===== src/rtl/mem_arbiter.sv =====
// Two-port memory arbiter: a core port and a loader/DMA port share one
// synchronous-read memory. Each access takes IDLE -> ACCESS -> RESPOND, and
// ties between the two ports are broken by alternating grants.
module mem_arbiter #(
    parameter int ADDR_W = 32,
    parameter int DATA_W = 32
) (
    input  logic              clk,
    input  logic              reset,
    // core request/response port
    input  logic              cpu_req,
    input  logic              cpu_we,
    input  logic [ADDR_W-1:0] cpu_addr,
    input  logic [DATA_W-1:0] cpu_wdata,
    output logic [DATA_W-1:0] cpu_rdata,
    output logic              cpu_ready,
    // loader/DMA request/response port
    input  logic              dma_req,
    input  logic              dma_we,
    input  logic [ADDR_W-1:0] dma_addr,
    input  logic [DATA_W-1:0] dma_wdata,
    output logic [DATA_W-1:0] dma_rdata,
    output logic              dma_ready,
    // memory port
    output logic              mem_en,
    output logic              mem_we,
    output logic [ADDR_W-1:0] mem_addr,
    output logic [DATA_W-1:0] mem_wdata,
    input  logic [DATA_W-1:0] mem_rdata,
    output logic              busy
);

    localparam logic [1:0] IDLE    = 2'd0;
    localparam logic [1:0] ACCESS  = 2'd1;
    localparam logic [1:0] RESPOND = 2'd2;

    localparam logic OWN_CPU = 1'b0;
    localparam logic OWN_DMA = 1'b1;

    logic [1:0]        state_q, state_d;
    logic              owner_q, owner_d;
    logic              we_q, we_d;
    logic [ADDR_W-1:0] addr_q, addr_d;
    logic [DATA_W-1:0] wdata_q, wdata_d;
    logic              last_grant_q, last_grant_d;

    logic              grant;
    logic              in_access;
    logic              in_respond;
    logic [DATA_W-1:0] resp_data;

    // Next-state logic: arbitrate in IDLE and capture the winning request so
    // later changes on the request ports cannot disturb the access.
    always_comb begin
        state_d      = state_q;
        owner_d      = owner_q;
        we_d         = we_q;
        addr_d       = addr_q;
        wdata_d      = wdata_q;
        last_grant_d = last_grant_q;
        grant        = OWN_CPU;
        case (state_q)
            IDLE: begin
                if (cpu_req || dma_req) begin
                    // On a tie the port that did not win last time goes first.
                    if (cpu_req && dma_req) begin
                        grant = ~last_grant_q;
                    end else begin
                        grant = dma_req ? OWN_DMA : OWN_CPU;
                    end
                    owner_d      = grant;
                    last_grant_d = grant;
                    we_d         = (grant == OWN_DMA) ? dma_we    : cpu_we;
                    addr_d       = (grant == OWN_DMA) ? dma_addr  : cpu_addr;
                    wdata_d      = (grant == OWN_DMA) ? dma_wdata : cpu_wdata;
                    state_d      = ACCESS;
                end
            end
            ACCESS:  state_d = RESPOND;
            RESPOND: state_d = IDLE;
            default: state_d = IDLE;
        endcase
    end

    // State and latched-request registers; reset favours the core on the first tie.
    always_ff @(posedge clk or posedge reset) begin
        if (reset) begin
            state_q      <= IDLE;
            owner_q      <= OWN_CPU;
            we_q         <= 1'b0;
            addr_q       <= '0;
            wdata_q      <= '0;
            last_grant_q <= OWN_DMA;
        end else begin
            state_q      <= state_d;
            owner_q      <= owner_d;
            we_q         <= we_d;
            addr_q       <= addr_d;
            wdata_q      <= wdata_d;
            last_grant_q <= last_grant_d;
        end
    end

    // Outputs decode straight from the state register, so an asynchronous
    // reset silences the memory strobes and ready pulses immediately.
    always_comb begin
        in_access  = (state_q == ACCESS);
        in_respond = (state_q == RESPOND);
        resp_data  = we_q ? '0 : mem_rdata;

        mem_en     = in_access;
        mem_we     = in_access & we_q;
        mem_addr   = in_access ? addr_q  : '0;
        mem_wdata  = in_access ? wdata_q : '0;

        cpu_ready  = in_respond & (owner_q == OWN_CPU);
        dma_ready  = in_respond & (owner_q == OWN_DMA);
        cpu_rdata  = cpu_ready ? resp_data : '0;
        dma_rdata  = dma_ready ? resp_data : '0;

        busy       = (state_q != IDLE);
    end

endmodule


===== config.mk =====
export PLATFORM = sky130hd
export DESIGN_NAME = mem_arbiter
export DESIGN_NICKNAME = d
export VERILOG_FILES = /design/src/rtl/mem_arbiter.sv
export SDC_FILE = /design/constraint.sdc
export NUM_CORES = 1
export LEC_CHECK = 0
export ABC_AREA = 1
export CORE_AREA = 2 2 158 98
export CTS_CLUSTER_SIZE = 8
export DETAILED_ROUTE_END_ITERATION = 10
export DIE_AREA = 0 0 160 100
export GPL_TIMING_DRIVEN = 0
export PLACE_DENSITY = 0.76
export SYNTH_ARGS = -nofsm -noshare
export SYNTH_HDL_FRONTEND = slang
export SYNTH_SLANG_ARGS = --single-unit

===== constraint.sdc =====
create_clock -name clk -period 2.4 [get_ports clk]
set_clock_uncertainty 0.15 [all_clocks]
set_input_delay 0.6 -clock clk [delete_from_list [all_inputs] [get_ports clk]]
set_output_delay 0.6 -clock clk [all_outputs]
set_load 0.05 [all_outputs]

# [After elaboration in Yosys (flattened, before gate mapping)]
# Index checks and enable logic that the tools add are counted.
[totals] regBits=69 latchBits=0 mem_bits_rw=0 mem_bits_ro=0 input_bits=166 out_inout_bits=133 word_cells=33 n_memories=0
[op_classes] n_addsub=0 n_mul=0 div_mod_pow=0 order_cmp=0 eq_ne=3 n_shift=0 muxes=14 bitwise=5 reduce_logical=5
[op_table] operator="32-bit two-way mux" n=7
[op_table] operator="1-bit two-way mux" n=5
[op_table] operator="2-bit case mux with 2 select lines" n=1
[op_table] operator="1-bit bitwise AND" n=3
[op_table] operator="2-bit by 1-bit == test with 1-bit output, second input constant" n=1
[op_table] operator="2-bit == test, second input constant" n=1
[op_table] operator="2-bit zero test" n=1
[op_table] operator="2-bit two-way mux" n=1
[op_table] operator="2-bit != test, second input constant" n=1
[op_table] operator="1-bit inverter" n=2
[op_table] operator="2-bit AND reduction" n=1
[op_table] operator="2-bit nonzero test" n=1
[op_table] operator="1-bit logical AND" n=1
[op_table] operator="1-bit logical OR" n=1

# [Depth between registers and ports, before layout]
[logic_depth] word_depth=5 ltp_mapped=8 depth_no_buf=6

# [Worst setup path after synthesis]
# Ideal clock, no wire load.
[synth_path] path_type="reg2out" start="register state_q[1]" end="output port mem_addr[12]" t_arrival_ps=2237 required_ps=1650 path_slack_ps=-587 stages_incl_launch_ff=6 path_buffers=2 path_cell_list="dfrtp_1 > nor2_1 > inv_1 > buf_2 > buf_2 > nor2_1"
[synth_between] elab_chain_cells=2
[synth_lines] element="start, declared" line_no="40" text="logic [1:0] state_q, state_d;"
[synth_lines] element="start signal, assigned" line_no="95" text="state_q <= state_d;"
[synth_lines] element="2-bit by 1-bit == test with 1-bit output" line_no="107" text="in_access = (state_q == ACCESS);"
[synth_lines] element="via mem_en" line_no="25" text="output logic mem_en,"
[synth_lines] element="32-bit two-way mux" line_no="113" text="mem_addr = in_access ? addr_q : '0;"
[synth_lines] element="end, declared" line_no="27" text="output logic [ADDR_W-1:0] mem_addr,"
# The timed path passes the listed nets, and every way through them passes these cells.

# [Final worst setup path]
[layout_path] start="register state_q[1]" end="output port dma_rdata[2]"
[layout_between] elab_chain_cells=3
[layout_lines] element="2-bit == test" line_no="108" text="in_respond = (state_q == RESPOND);"
[layout_lines] element="1-bit bitwise AND" line_no="117" text="dma_ready = in_respond & (owner_q == OWN_DMA);"
[layout_lines] element="32-bit two-way mux" line_no="119" text="dma_rdata = dma_ready ? resp_data : '0;"
[layout_lines] element="end, declared" line_no="22" text="output logic [DATA_W-1:0] dma_rdata,"
# No other way between the ends.

==> metrics.md <==
| Metric | Value |
|---|---|
| Result of the run | `finished, final reports clean` |
| Setup slack after layout | `12.7 ps` |
| DP Wirelength | `15200 um` |
| Distinct cell type count after synthesis | `16` |
| Final net count | `1304` |
| Relative slew margins | `50.9%` |
| Met2 wire length | `8200 um` |
| Total standard cell area after synthesis | `4890 um^2` |
| Antenna diodes | `0` |
| PwrDens | `1140 nW/um^2` |
| Residual DRC count | `0` |
| Max Buffers Root-to-Sink | `2` |
| Detailed route wirelength on metal3 | `1460 um` |
| Post-place instance area | `8300 um^2` |
| Top routing layer used | `met4` |
| Fraction of the core area covered by cells at the end of the flow | `57.1%` |
| Total Routed Length | `19300 um` |
| Clock transition at the registers of the reported paths | `60 ps` |
| Cell depth of the worst hold path | `2` |
| Ports placed on the boundary | `299` |
| Final Instance Area | `8450 um^2` |
| Synth warnings | `0` |
| GRT Overall Usage | `23.5%` |
| Pleak | `4.80 nW` |
| Number of levels in the clock H-tree | `3` |
| Antenna Violating Nets Remaining | `0` |
| Layout cells sized above 1 | `23.2%` |
| Total placed cells including tap cells | `1329` |
| Via-to-Cell Ratio | `4.48` |
| Global-route wire length before repair | `29600 um` |
| Most frequent cells in the layout | `sky130_fd_sc_hd__inv_1, sky130_fd_sc_hd__nand2_1, sky130_fd_sc_hd__clkdlybuf4s50_1` |
| Initial detailed-routing violation count | `369` |
| Commonest non-fill, non-tap cell in the layout | `sky130_fd_sc_hd__inv_1` |
| TritonCTS Buffers | `9` |
| Min-Delay Startpoint | `last_grant_q` |
| Via count of the first global-routing pass | `5624` |
| Chip Height | `100 um` |
| Shortest clock period the worst path allows after layout | `2390 ps` |
| Reg-to-reg setup timing slack | `630 ps` |
| Met1 WL | `9490 um` |
| Design Power | `9.65 mW` |
| Class of the worst hold path | `flip-flop to flip-flop` |
| Reg-to-reg critical path startpoint | `last_grant_q` |
| Post-synth top area share | `34.8%` |
| Class of the most critical setup path | `flip-flop to primary output` |
| Antenna violations before repair | `0` |
| Hold Path Sink | `last_grant_q` |
| Worst-case vdd ir drop | `0.000526 V` |
| Worst-margin pin slew | `736 ps` |
| Number of instances in the synthesized netlist | `827` |
| Leftover overflow at the end of global routing | `0` |
| Core ar. | `14800 um^2` |
| Critical R2R Capture | `addr_q[13]` |
| Largest driver fanout on the critical path | `10` |
| Pre-CTS setup slack | `-666 ps` |
| Number of register bits inferred by synthesis | `69` |
| Die Footprint | `16000 um^2` |
| Number of sinks on the clock net | `69` |
| Via count | `6035` |
| Average routed wire per standard cell | `14.3 um` |
| Kind of end point of the critical path | `primary output` |
| Net count of the mapped netlist | `993` |
| Average instance area after synthesis | `5.91 um^2` |
| Critical path launch point type | `flip-flop` |
| Synth area leaders | `sky130_fd_sc_hd__dfrtp_1, sky130_fd_sc_hd__inv_1, sky130_fd_sc_hd__nand2_1, sky130_fd_sc_hd__nand3_1, sky130_fd_sc_hd__nor3_1` |
| Length in cells of the worst reg-to-reg path | `7` |
| Effective utilization at floorplan | `33.0%` |
| Clock root cell | `sky130_fd_sc_hd__clkbuf_16` |
| Setup repair after global routing missed its margin | `yes` |
| Clock tree from TritonCTS | `built` |
| Data required time at the worst endpoint | `1650 ps` |
| Sequential-to-total area share from yosys stat | `35.4%` |
| Cell type contributing the most total cell area after synthesis | `sky130_fd_sc_hd__dfrtp_1` |
| Number of failing hold endpoints at the final stage | `0` |
| FP Rows | `35` |
| 1st-pass router iterations | `5` |
| Finish-stage setup viols | `0` |
| WP data arrival | `1640 ps` |
| Fin crit share | `99.5%` |
| Peak Freq | `419 MHz` |
| RePlAce Congestion | `0.885` |
| Fill cell total of the finished layout | `1497` |
| Clk Latency, worst-skew pair | `330 ps` |
| Pin count of the biggest net entering global routing | `40` |
| Syn-to-layout area delta | `72.9%` |
| Number of max-slew violations in the final report | `0` |
| I/O Buffers | `298` |
| Max-capacitance violation count | `0` |
| Final Non-Filler Cells | `1346` |
| Die X-Extent | `160 um` |
-- worst max-delay path by stage --
stage                        startpoint       endpoint  slack (ps)
after floorplan              state_q[0]  dma_rdata[22]        -260
after global placement    mem_rdata[18]  cpu_rdata[18]        -670
after detailed placement  mem_rdata[18]  cpu_rdata[18]        -670
after CTS                    state_q[1]  cpu_rdata[18]         -40
after global routing         state_q[1]   dma_rdata[8]         -90
final                        state_q[1]   dma_rdata[2]          10
-- critical path, stage by stage (launching register included) --
cell and delay [ps]:
sky130_fd_sc_hd__dfrtp_2 360, sky130_fd_sc_hd__buf_4 140, sky130_fd_sc_hd__nand3_2 160, sky130_fd_sc_hd__buf_4 220, sky130_fd_sc_hd__nor3_1 180, sky130_fd_sc_hd__buf_4 240
-- where the power goes --
group	internal (mW)	switching [mW]	leakage, nW
Combinational	1.95	4.32	3.83
Sequential	1.77	0.301	0.834
Clock	0.830	0.494	0.143
Total	4.54	5.11	4.80
-- synthesized netlist by cell type (all sizes together) --
cell type and number:
o21ai 1, clkbuf 21, nor3 64, inv 236, buf 34, nor2 69
dfrtp 68, dfstp 1, nand3 132, nand2 201
-- cells by family (layout without fill, tap and decap cells) --
| group | Yosys count | after routing | synth area share, % |
|---|---|---|---|
| and+or+nand+nor | 466 | 466 | 41.0 |
| buffers and inverters | 291 | 607 | 23.5 |
| AOI/OAI and AO/OA | 1 | 1 | 0.102 |
| DFF | 69 | 69 | 35.4 |
-- state kept, by name (all words and copies together) (netlist names) --
name,count
we_q,1
addr_q,32
state_q,2
owner_q,1
wdata_q,32
last_grant_q,1
-- through the flow --
step                hold slack, ps  TNS (ps)
finish                         322         0
CTS                            320     -36.9
global route                   341     -2060
detailed placement             310    -53990
global placement               312    -54940
floorplan                      293    -26320
-- layer usage --
| layer | global-route usage, % | vias to the layer above |
|---|---|---|
| met3 | 6.45 | 10 |
| met1 | 34.1 | 2775 |
| met4 | 3.53 | 0 |
| li1 | - | 3030 |
| met5 | 0 | - |
| met2 | 35.7 | 220 |
-- cell type report --
type | instances | area, um^2 | area share, %
buffer | 55 | 374 | 4.43
clock buffer | 12 | 246 | 2.92
multi-input combinational | 467 | 2200 | 26.1
clock inverter | 4 | 47.5 | 0.563
timing repair buffer | 300 | 2710 | 32.0
tap | 203 | 254 | 3.01
inverter | 236 | 890 | 10.5
sequential | 69 | 1730 | 20.5
-- repair_timing --
| item | CTS | global route |
|---|---|---|
| setup buffers | 1 | 0 |
| endpoints found under the setup margin | 133 | 100 |
| pin swaps | 0 | 0 |
| hold buffers | 0 | 0 |
| resized for setup | 833 | 92 |
Power figures use the tool's default switching activity.
